`src/rtl/serial_add_ctrl_if.sv`:
```
// Handshake and operand/result bundle for serial_add_ctrl; master drives requests, slave is the adder.
// Optional sub port is present only when SERIAL_ADD_SUB_EN is defined.
interface serial_add_ctrl_if #(
  parameter int WIDTH = 8
);
  logic             start;
  logic [WIDTH-1:0] a;
  logic [WIDTH-1:0] b;
  logic             ci;
`ifdef SERIAL_ADD_SUB_EN
  logic             sub;
`endif
  logic             busy;
  logic             done;
  logic [WIDTH-1:0] sum;
  logic             co;

`ifdef SERIAL_ADD_SUB_EN
  modport master (output start, a, b, ci, sub, input busy, done, sum, co);
  modport slave  (input start, a, b, ci, sub, output busy, done, sum, co);
`else
  modport master (output start, a, b, ci, input busy, done, sum, co);
  modport slave  (input start, a, b, ci, output busy, done, sum, co);
`endif
endinterface

```
`src/rtl/serial_add_ctrl.sv`:
```
// Bit-serial adder: one full-adder slice, LSB first, result published WIDTH cycles after start; start ignored while busy.
// Define SERIAL_ADD_SUB_EN to add a sub input that computes a - b (co=1 means no borrow).
module serial_add_ctrl #(
  parameter int WIDTH = 8
) (
  input  logic               clk,
  input  logic               rst_n,
  serial_add_ctrl_if.slave   bus
);

  localparam int CW = (WIDTH > 1) ? $clog2(WIDTH) : 1;
  localparam logic [CW-1:0] CNT_LAST = CW'(WIDTH - 1);

  typedef enum logic [1:0] {
    IDLE = 2'd0,
    RUN  = 2'd1,
    DONE = 2'd2
  } state_t;

  state_t           state;
  state_t           state_nxt;
  logic [WIDTH-1:0] op_a;
  logic [WIDTH-1:0] op_b;
  logic [WIDTH-1:0] res;
  logic [WIDTH-1:0] sum_q;
  logic             carry;
  logic             co_q;
  logic [CW-1:0]    cnt;

  logic             accept;
  logic             last;
  logic             bit_s;
  logic             bit_c;
  logic [WIDTH-1:0] b_load;
  logic             c_load;

  // The single full-adder slice shared by every bit position.
  always_comb begin
    bit_s = op_a[0] ^ op_b[0] ^ carry;
    bit_c = (op_a[0] & op_b[0]) | (carry & (op_a[0] ^ op_b[0]));
  end

  always_comb begin
    b_load = bus.b;
    c_load = bus.ci;
`ifdef SERIAL_ADD_SUB_EN
    // Two's-complement subtract: add ~b with an injected carry of 1.
    if (bus.sub) begin
      b_load = ~bus.b;
      c_load = 1'b1;
    end
`endif
  end

  always_comb begin
    state_nxt = state;
    accept    = 1'b0;
    last      = 1'b0;
    case (state)
      IDLE: begin
        if (bus.start) begin
          accept    = 1'b1;
          state_nxt = RUN;
        end
      end
      RUN: begin
        if (cnt == CNT_LAST) begin
          last      = 1'b1;
          state_nxt = DONE;
        end
      end
      DONE: begin
        if (bus.start) begin
          accept    = 1'b1;
          state_nxt = RUN;
        end else begin
          state_nxt = IDLE;
        end
      end
      default: state_nxt = IDLE;
    endcase
  end

  always_ff @(posedge clk) begin
    if (!rst_n) begin
      state <= IDLE;
    end else begin
      state <= state_nxt;
    end
  end

  always_ff @(posedge clk) begin
    if (!rst_n) begin
      op_a  <= '0;
      op_b  <= '0;
      res   <= '0;
      carry <= 1'b0;
      cnt   <= '0;
      sum_q <= '0;
      co_q  <= 1'b0;
    end else if (accept) begin
      op_a  <= bus.a;
      op_b  <= b_load;
      carry <= c_load;
      res   <= '0;
      cnt   <= '0;
    end else if (state == RUN) begin
      op_a  <= {1'b0, op_a[WIDTH-1:1]};
      op_b  <= {1'b0, op_b[WIDTH-1:1]};
      res   <= {bit_s, res[WIDTH-1:1]};
      carry <= bit_c;
      if (last) begin
        // Publish includes the bit being computed on this same edge.
        sum_q <= {bit_s, res[WIDTH-1:1]};
        co_q  <= bit_c;
        cnt   <= '0;
      end else begin
        cnt   <= cnt + CW'(1);
      end
    end
  end

  assign bus.busy = (state == RUN);
  assign bus.done = (state == DONE);
  assign bus.sum  = sum_q;
  assign bus.co   = co_q;

endmodule

```
`src/flat_wrapper.sv`:
```
// flat-port wrapper written by rule: the top's interface ports become plain ports
module serial_add_ctrl_flat 
#(
  parameter int WIDTH = 8
)
  (clk, rst_n, bus_start, bus_a, bus_b, bus_ci, bus_busy, bus_done, bus_sum, bus_co);
  serial_add_ctrl_if #(.WIDTH(WIDTH)) bus_i ();
  input  logic clk;
  input  logic rst_n;
  input wire logic [$bits(bus_i.start)-1:0] bus_start;
  input wire logic [$bits(bus_i.a)-1:0] bus_a;
  input wire logic [$bits(bus_i.b)-1:0] bus_b;
  input wire logic [$bits(bus_i.ci)-1:0] bus_ci;
  output wire logic [$bits(bus_i.busy)-1:0] bus_busy;
  output wire logic [$bits(bus_i.done)-1:0] bus_done;
  output wire logic [$bits(bus_i.sum)-1:0] bus_sum;
  output wire logic [$bits(bus_i.co)-1:0] bus_co;
  assign bus_i.start = bus_start;
  assign bus_i.a = bus_a;
  assign bus_i.b = bus_b;
  assign bus_i.ci = bus_ci;
  assign bus_busy = bus_i.busy;
  assign bus_done = bus_i.done;
  assign bus_sum = bus_i.sum;
  assign bus_co = bus_i.co;
  serial_add_ctrl #(.WIDTH(WIDTH)) u_core (.clk(clk), .rst_n(rst_n), .bus(bus_i));
endmodule
```
`config.mk`:
```
export PLATFORM = sky130hd
export DESIGN_NAME = serial_add_ctrl_flat
export DESIGN_NICKNAME = d
export VERILOG_FILES = /design/src/rtl/serial_add_ctrl_if.sv /design/src/rtl/serial_add_ctrl.sv /design/src/flat_wrapper.sv
export SDC_FILE = /design/constraint.sdc
export NUM_CORES = 1
export LEC_CHECK = 0
export BUFFER_PORTS_ARGS = -buffer_cell sky130_fd_sc_hd__buf_2
export CORE_UTILIZATION = 53
export DETAILED_ROUTE_END_ITERATION = 16
export GPL_TIMING_DRIVEN = 0
export PLACE_DENSITY_LB_ADDON = 0.12
export SKIP_CTS_REPAIR_TIMING = 1
export SLEW_MARGIN = 40
export SYNTH_ARGS = -nofsm -noshare
export SYNTH_HDL_FRONTEND = slang
export SYNTH_SLANG_ARGS = --single-unit
```
`constraint.sdc`:
```
create_clock -name clk -period 1.7 [get_ports clk]
set_input_delay 0.255 -clock clk [delete_from_list [all_inputs] [get_ports clk]]
set_output_delay 0.255 -clock clk [all_outputs]
set_load 0.005 [all_outputs]
```
==> impl_metrics.yaml <==
detailed_routing:
  ant_nets: 0
  drc: 0
  vias: 1355
  wirelength_um: 3140
  wl_per_cell_um: 13.0
  firstDrtPassIters: 4
  vias_per_cell: 5.62
  first_iter_violations: 57
finish:
  area_growth_pct: 19.0
  antenna_cells: 0
  nets: 232
  drive_gt1_frac: 0.219
  fin_cells: 241
worst_setup_path:
  cp-end-kind: "output pin"
  path_max_fanout: 16
  start_kind: "flip-flop"
  cp.arrival_ps: 1310
  critical_path_class: "flip-flop to output pin"
  worst-endpoint-required_ps: 1440
power:
  powerDensity_nw_per_um2: 1050
  p_int_mw: 1.49
  netSwitchingPower_mw: 0.425
  power_switching_share: 0.222
  p_comb_frac: 0.088
  peakVddDrop_mv: 0.833
  p_seq_frac: 0.492
  p_leak_nw: 0.771
  pwr-share-clk: 0.419
clock_tree:
  htree_num_levels: 2
  clk_latency_ps: 350
  clk_path_buf_depth: 2
  clk_pin_slew_ps: 120
  clock_sinks: 38
  cts-root-buf: "clkbuf_4"
  cts_buffers: 5
  cts_tree: "built"
grt:
  grt_usage: 0.213
  grt_pass1_wl_um: 5180
  antenna_found_initial: 0
  grt_pass1_vias: 1238
  grt-ovfl-total: 0
  grt_max_degree: 13
sta:
  setup_viol: 0
  relSlewSlack: 0.708
  worstMarginPinSlew_ps: 438
  min_period_ps: 1560
  hold_slack_ps: 140
  rsz0062_at_grt: "false"
  slew_violations: 0
  tns_ps: 0
  finalClockSkew_ps: 15.0
  finalHoldViolations: 0
  finalCritPeriodShare: 0.918
  max_clock_freq_ghz: 0.641
worst_hold_path:
  hold_path_class: "primary input to flip-flop"
die:
  rows: 19
  io_pins: 31
  start_util: 0.559
  die_y_um: 55.7
  dieWidth_um: 55.7
  coreArea_um2: 2730
  dieArea_um2: 3100
placement:
  dpl.hpwl_um: 2220
  io_buffers: 29
  place_inst: 234
  gp_congestion: 0.731
synth:
  avgSynthCellArea_um2: 8.79
  yosysSeqAreaShare: 0.498
  synth_nets: 197
  synth_edf_count: 0
  syn_inst: 174
  synth_area_um2: 1530
  netlist_top_cells_count: "38 x dfxtp_1, 37 x nand3_1, 26 x nand2_1"
  ys.flop_type: "dfxtp_1"
  synth_top_cell_area_share: 0.498
  ys_types: 21
  synth-seq-cells: 38
  yosys_warnings: 0
  yosysMostFrequentCell: "dfxtp_1"
  synthArstFlopShare: 0
  ys_top_cells_by_area: "dfxtp_1 50%, nand3_1 12%, a22oi_1 7.4%"
  yosys.area.top_type: "dfxtp_1"
status:
  outcome: "completed"
job:
  drv_cap: 0
-- stage by stage --
step / area [um^2] / utilization / power (mW) / worst slack, ps
floorplan: 1530 / - / 1.07 / 371
global placement: 1710 / 0.627 / 1.12 / 235
detailed placement: 1710 / 0.627 / 1.13 / 181
CTS: 1820 / 0.667 / 1.92 / 2.49
global route: 1820 / 0.665 / 1.98 / 2.66
finish: 1820 / 0.665 / 1.91 / 139
-- state kept, by name, indices dropped and copies added, names as in the netlist --
register and count:
u_core.op_b 8, u_core.bus.sum 8, u_core.state 2, u_core.bus.co 1, u_core.carry 1, u_core.op_a 8
u_core.cnt 3, u_core.res 7
-- final cells by class --
class,count,area (um^2)
Clock inverter,2,60.1
Fill cell,251,915
Timing Repair Buffer,29,145
Multi-Input combinational cell,121,699
Inverter,1,3.75
Clock buffer,6,51.3
Sequential cell,38,761
Tap cell,31,38.8
Buffer,13,60.1
-- kinds of logic after synthesis --
kind of cell / Yosys count / synth area share
adder cells (fa/ha/maj): 3 / 0.0295
AO/OA/AOI/OAI: 43 / 0.190
AND/OR/NAND/NOR: 75 / 0.238
buffers and inverters: 15 / 0.0450
flip-flops: 38 / 0.498
-- path summary, 6_finish.rpt --
check	endpoint	from	depth (start not counted)	slack, ps
max	bus_busy	u_core.state[0]	3	140
min	u_core.op_a[7]	bus_a[7]	3	140
max reg2reg	u_core.bus.sum[2]	u_core.cnt[0]	6	170
min reg2reg	u_core.bus.sum[5]	u_core.bus.sum[5]	2	460
-- cell usage in the layout, fill, tap and decap left out, drive strengths merged --
master   n
nor2b    2
inv      1
nand3b   3
bufinv   2
dfxtp   38
a21boi  15
a21oi   10
buf     36
and3b    1
ha       2
clkbuf  12
or3      1
nand2b   2
nand2   27
fa       1
nand3   37
o21ai    3
and2     2
a22oi   15
-- worst max-delay path, cell delays in order (launching register included) --
cell and delay [ps]:
dfxtp_1 420, nand2b_1 120, inv_2 240, buf_2 170
-- per-layer routing --
| layer | vias up | wire (um) | global-route usage |
|---|---|---|---|
| met5 | - | 0 | 0 |
| met4 | 0 | 55 | 0.0964 |
| met3 | 8 | 131 | 0.0488 |
| met2 | 31 | 1500 | 0.363 |
| met1 | 634 | 1450 | 0.256 |
| li1 | 682 | - | - |
-- power by group through the flow --
stage | registers (mW) | logic, mW | clock network, mW
floorplan | 0.958 | 0.115 | 0
global placement | 0.961 | 0.162 | 0
detailed placement | 0.963 | 0.170 | 0
CTS | 0.942 | 0.170 | 0.804
global route | 0.946 | 0.191 | 0.845
finish | 0.942 | 0.169 | 0.803
No activity file was read; power rests on OpenSTA's default activity.
